$ cat config.mk
export PLATFORM = sky130hd
export DESIGN_NAME = muldiv_unit
export DESIGN_NICKNAME = d
export VERILOG_FILES = /design/src/rtl/muldiv_unit.sv
export SDC_FILE = /design/constraint.sdc
export NUM_CORES = 2
export LEC_CHECK = 0
export BUFFER_PORTS_ARGS = -buffer_cell sky130_fd_sc_hd__buf_2
export CAP_MARGIN = 20
export CORE_ASPECT_RATIO = 1.1
export CORE_UTILIZATION = 70
export DETAILED_ROUTE_END_ITERATION = 10
export HOLD_SLACK_MARGIN = 0.03
export PLACE_DENSITY = 0.9
export SLEW_MARGIN = 20
export SYNTH_ARGS = -nofsm -noshare
export SYNTH_HDL_FRONTEND = slang
export SYNTH_SLANG_ARGS = --single-unit
$ cat constraint.sdc
create_clock -name clk -period 19.1 [get_ports clk]
set_input_delay 4.775 -clock clk [delete_from_list [all_inputs] [get_ports clk]]
set_output_delay 4.775 -clock clk [all_outputs]
set_load 0.01 [all_outputs]
$ cat src/rtl/muldiv_unit.sv
// RV32M multiply/divide: MUL done 2 cycles after start, divide specials 1, normal divides 34.
// Backpressure: stall freezes the front end from the accepting cycle until DONE; flush cancels.
module muldiv_unit (
    input  logic        clk,
    input  logic        rst_n,
    input  logic        start,
    input  logic [2:0]  funct3,
    input  logic [31:0] op_a,
    input  logic [31:0] op_b,
    input  logic        flush,
    output logic        stall,
    output logic        busy,
    output logic        done,
    output logic [31:0] result
);

    typedef enum logic [1:0] {S_IDLE, S_MUL, S_DIV, S_DONE} state_t;

    state_t      state_q, state_d;
    logic [31:0] a_q, a_d;
    logic [31:0] b_q, b_d;
    logic [31:0] rem_q, rem_d;
    logic [31:0] result_q, result_d;
    logic [2:0]  f3_q, f3_d;
    logic [4:0]  cnt_q, cnt_d;
    logic        fix_q, fix_d;
    logic        neg_quo_q, neg_quo_d;
    logic        neg_rem_q, neg_rem_d;

    logic        sgn_div;
    logic        div_zero;
    logic        div_ovf;
    logic [31:0] mag_a;
    logic [31:0] mag_b;
    logic [31:0] special_res;
    logic signed [32:0] mul_a;
    logic signed [32:0] mul_b;
    logic [63:0] prod;
    logic [32:0] shifted;
    logic [33:0] diff;
    logic [31:0] quo_fix;
    logic [31:0] rem_fix;

    always_comb begin
        sgn_div     = ~funct3[0];
        div_zero    = (op_b == 32'd0);
        div_ovf     = sgn_div && (op_a == 32'h8000_0000) && (op_b == 32'hFFFF_FFFF);
        mag_a       = (sgn_div && op_a[31]) ? -op_a : op_a;
        mag_b       = (sgn_div && op_b[31]) ? -op_b : op_b;
        if (funct3[1])
            special_res = div_zero ? op_a : 32'd0;
        else
            special_res = div_zero ? 32'hFFFF_FFFF : 32'h8000_0000;

        // Only MULH and MULHSU treat rs1 as signed; only MULH treats rs2 as signed.
        mul_a = {((f3_q == 3'b001) || (f3_q == 3'b010)) & a_q[31], a_q};
        mul_b = {(f3_q == 3'b001) & b_q[31], b_q};
        prod  = mul_a * mul_b;

        // a_q doubles as the dividend/quotient shift register while dividing.
        shifted = {rem_q, a_q[31]};
        diff    = {1'b0, shifted} - {2'b00, b_q};
        quo_fix = neg_quo_q ? -a_q : a_q;
        rem_fix = neg_rem_q ? -rem_q : rem_q;
    end

    always_comb begin
        state_d   = state_q;
        a_d       = a_q;
        b_d       = b_q;
        rem_d     = rem_q;
        result_d  = result_q;
        f3_d      = f3_q;
        cnt_d     = cnt_q;
        fix_d     = fix_q;
        neg_quo_d = neg_quo_q;
        neg_rem_d = neg_rem_q;

        case (state_q)
            S_IDLE: begin
                if (start && !flush) begin
                    f3_d      = funct3;
                    cnt_d     = 5'd0;
                    fix_d     = 1'b0;
                    rem_d     = 32'd0;
                    neg_quo_d = sgn_div && (op_a[31] ^ op_b[31]);
                    neg_rem_d = sgn_div && op_a[31];
                    if (!funct3[2]) begin
                        a_d     = op_a;
                        b_d     = op_b;
                        state_d = S_MUL;
                    end else if (div_zero || div_ovf) begin
                        result_d = special_res;
                        state_d  = S_DONE;
                    end else begin
                        a_d     = mag_a;
                        b_d     = mag_b;
                        state_d = S_DIV;
                    end
                end
            end
            S_MUL: begin
                result_d = (f3_q == 3'b000) ? prod[31:0] : prod[63:32];
                state_d  = S_DONE;
            end
            S_DIV: begin
                // 32 iteration cycles, then one cycle to apply sign correction.
                if (fix_q) begin
                    result_d = f3_q[1] ? rem_fix : quo_fix;
                    fix_d    = 1'b0;
                    state_d  = S_DONE;
                end else begin
                    if (diff[33]) begin
                        rem_d = shifted[31:0];
                        a_d   = {a_q[30:0], 1'b0};
                    end else begin
                        rem_d = diff[31:0];
                        a_d   = {a_q[30:0], 1'b1};
                    end
                    cnt_d = cnt_q + 5'd1;
                    if (cnt_q == 5'd31)
                        fix_d = 1'b1;
                end
            end
            S_DONE: begin
                state_d = S_IDLE;
            end
            default: begin
                state_d = S_IDLE;
            end
        endcase

        if (flush) begin
            state_d  = S_IDLE;
            result_d = result_q;
            cnt_d    = 5'd0;
            fix_d    = 1'b0;
        end
    end

    always_ff @(posedge clk or negedge rst_n) begin
        if (!rst_n) begin
            state_q   <= S_IDLE;
            a_q       <= 32'd0;
            b_q       <= 32'd0;
            rem_q     <= 32'd0;
            result_q  <= 32'd0;
            f3_q      <= 3'd0;
            cnt_q     <= 5'd0;
            fix_q     <= 1'b0;
            neg_quo_q <= 1'b0;
            neg_rem_q <= 1'b0;
        end else begin
            state_q   <= state_d;
            a_q       <= a_d;
            b_q       <= b_d;
            rem_q     <= rem_d;
            result_q  <= result_d;
            f3_q      <= f3_d;
            cnt_q     <= cnt_d;
            fix_q     <= fix_d;
            neg_quo_q <= neg_quo_d;
            neg_rem_q <= neg_rem_d;
        end
    end

    always_comb begin
        busy   = (state_q == S_MUL) || (state_q == S_DIV);
        done   = (state_q == S_DONE);
        // Gated by rst_n so a start held during reset cannot raise stall.
        stall  = rst_n && (((state_q == S_IDLE) && start && !flush) || busy);
        result = result_q;
    end

endmodule

==> metrics.md <==
| Metric | Value |
|---|---|
| Critical path data arrival time | `5.75 ns` |
| Drt drc | `0` |
| Die Ht | `281 µm` |
| CTS max path bufs | `2` |
| Synthesized flop and latch total | `141` |
| Async SR Flop Fraction | `100%` |
| Hold Path Origin | `result[2]` |
| Initial drt markers | `3971` |
| CTS Sinks | `141` |
| Area added between synthesis and finish | `3.52%` |
| Max-Cap Viols | `0` |
| Avg WL per Cell | `23.5 µm` |
| Slew Limit Headroom | `19.6%` |
| Mapped Cells | `5793` |
| RSZ-0062 raised after global routing | `no` |
| Number of enable flip-flop cells after synthesis | `0` |
| Peak Freq | `95.0 MHz` |
| Critical path class | `input port to output pin` |
| H-tree levels | `4` |
| Post-CTS Hold Fix Bufs | `0` |
| Worst skew pair latency | `0.45 ns` |
| Dpl ws | `8.59 ns` |
| Boundary Pins | `106` |
| Setup TNS Final | `0 ns` |
| Grt total ovfl | `0` |
| Total GRT Usage | `45.2%` |
| Synth Net Count | `7246` |
| Post-Syn Area | `49400 µm²` |
| Synth top area share | `45.6%` |
| Status | `finished clean` |
| Startpoint types | `input port` |
| WL final | `155 mm` |
| Main synth FF type | `dfrtp_1` |
| Root buffer cell | `clkbuf_16` |
| CTS tree | `yes` |
| RR Endpoint | `result[31]` |
| # setup viols final | `0` |
| Maximum number of pins on one net before global-route repair | `84` |
| Hold EP | `result[2]` |
| Fin crit period | `10.53 ns` |
| Share of cells above drive strength 1 | `4.91%` |
| Period utilisation layout | `55.1%` |
| Worst hold-check path type | `flop to flop` |
| Synth top area cells | `fa_1, inv_1, nand2_1` |
| Worst R2R Setup Slack | `9.03 ns` |
| Yosys warning total | `0` |
| Starting Density | `71.2%` |
| Vias per cell | `6.27` |
| WHS Path Cells | `2` |
| CP required | `14.32 ns` |
| Count of input and output buffers | `105` |
| Tightest Pin Transition | `1.21 ns` |
| Initial antenna violation count | `9` |
| Worst Skew | `0.0120 ns` |
| Unique masters post-synth | `77` |
| Worst R2R Start | `f3_q[1]` |
| Final WS setup | `8.57 ns` |
| Vias | `41500` |
| Number of global-route vias before repair | `44500` |
| FP Rows | `101` |
| Number of CTS-inserted buffers | `17` |
| CP Max Fanout | `11` |
| Clk pin slew, worst setup/hold paths | `0.07 ns` |
| Core area | `69400 µm²` |
| Hold Vio Cnt, Final | `0` |
| Pre-Repair DR Iteration Count | `8` |
| Total die area | `71700 µm²` |
| Antenna Nets Post-Route | `0` |
| Gpl congestion | `1.01` |
| FF-to-FF path depth | `31` |
| First-pass GRT wire length | `245 mm` |
| Final net count | `7124` |
| CTS resizes | `0` |
| Largest area contributor in the netlist | `fa_1` |
| Count of pins over their slew limit | `0` |
| Die Span X | `255 µm` |
| Sequential share of the synthesized area | `7.14%` |
| Final HPWL DP | `120 mm` |
| Worst Setup End Kind | `output pin` |
| Syn Area/Cell | `8.53 µm²` |
| Post-CTS setup buffer count | `0` |
[cell type report]
type                       instances  area [µm²]
antenna                            4        10.0
clock buffer                      17         425
clock inverter                    15         128
fill                            4795       18200
inverter                        1241        4660
multi-input combinational       4071       40000
sequential                       141        3530
tap                              927        1160
timing repair buffer             199        1240
[flip-flops by register name (all words and copies together) (netlist names)]
name	flops
b_q	32
state_q	2
a_q	32
neg_quo_q	1
neg_rem_q	1
result	32
f3_q	3
fix_q	1
rem_q	32
cnt_q	5
[layer usage]
layer | vias to the layer above | GRT usage [%] | part of all wire (%)
li1 | 17100 | - | -
met1 | 20500 | 54.9 | 33
met2 | 2921 | 71.5 | 46
met3 | 881 | 12.2 | 13
met4 | 6 | 29.5 | 8.0
met5 | - | 0 | 0.025
[worst max path at each step]
stage	from	to
after global placement	start	stall
after global routing	start	stall
after detailed placement	start	stall
after floorplan	flush	stall
after CTS	start	stall
final	start	stall
[synth_stat cells, types with 12 or more instances]
cell and number:
inv_1 1241, fa_1 1126, nand2_1 1020, clkbuf_1 297
and2_1 260, ha_1 256, o21ai_0 231, nor2_1 225
a21oi_1 197, dfrtp_1 141, xor2_1 103, xnor2_1 98
a21o_1 43, buf_1 40, nor3_1 40, o31ai_1 39
nand3_1 34, nand2b_1 31, or3_1 30, nand4_1 22
o211ai_1 21, a31oi_1 20, nor4_1 18, a211oi_1 16
o21bai_1 15, or2_2 15, nor2b_1 14, o21a_1 14
a221oi_1 13, and3_1 12, mux2i_1 12
[logic make-up after synthesis]
| logic type | share of synthesized area [%] |
|---|---|
| AOI/OAI and AO/OA | 8.88 |
| xor gates and xnor gates | 3.56 |
| adders and majority gates | 52.1 |
| buffers and inverters | 12.0 |
| DFF | 7.14 |
| muxes | 0.357 |
| and+or+nand+nor | 16.0 |
[worst max-delay path, stage by stage]
cell	delay (ns)
buf_2	0.10
nand2_1	0.09
or2_2	0.42
a21boi_0	0.21
buf_2	0.15
[through the flow]
stage,util (%),hold slack (ns),instance area (µm²),cells
after detailed placement,72.9,0.470,50600,6579
after global routing,73.7,0.524,51200,6612
after floorplan,-,0.480,49400,5793
after global placement,72.9,0.466,50600,6579
after CTS,73.7,0.490,51100,6611
final,73.8,0.486,51200,6615
[cells in the final DEF, fill, tap and decap left out, types with 15 or more instances in the layout]
cell / n
nor2_1: 224
a21oi_1: 197
a211oi_1: 16
a21o_1: 43
ha_1: 255
o21ai_0: 231
nand4_1: 22
a31oi_1: 20
o211ai_1: 21
clkbuf_16: 17
inv_1: 1241
xnor2_1: 98
and2_1: 260
nand3_1: 34
o21bai_1: 15
xor2_1: 103
or3_1: 30
nand2b_1: 31
dfrtp_1: 136
buf_2: 104
buf_4: 93
o31ai_1: 39
nand2_1: 1020
nor3_1: 38
fa_1: 1125
nor4_1: 17
or2_2: 15
Power is left out: the tool's default activity adds up to more than one toggle a clock period on the data nets, which glitch-free logic cannot reach.
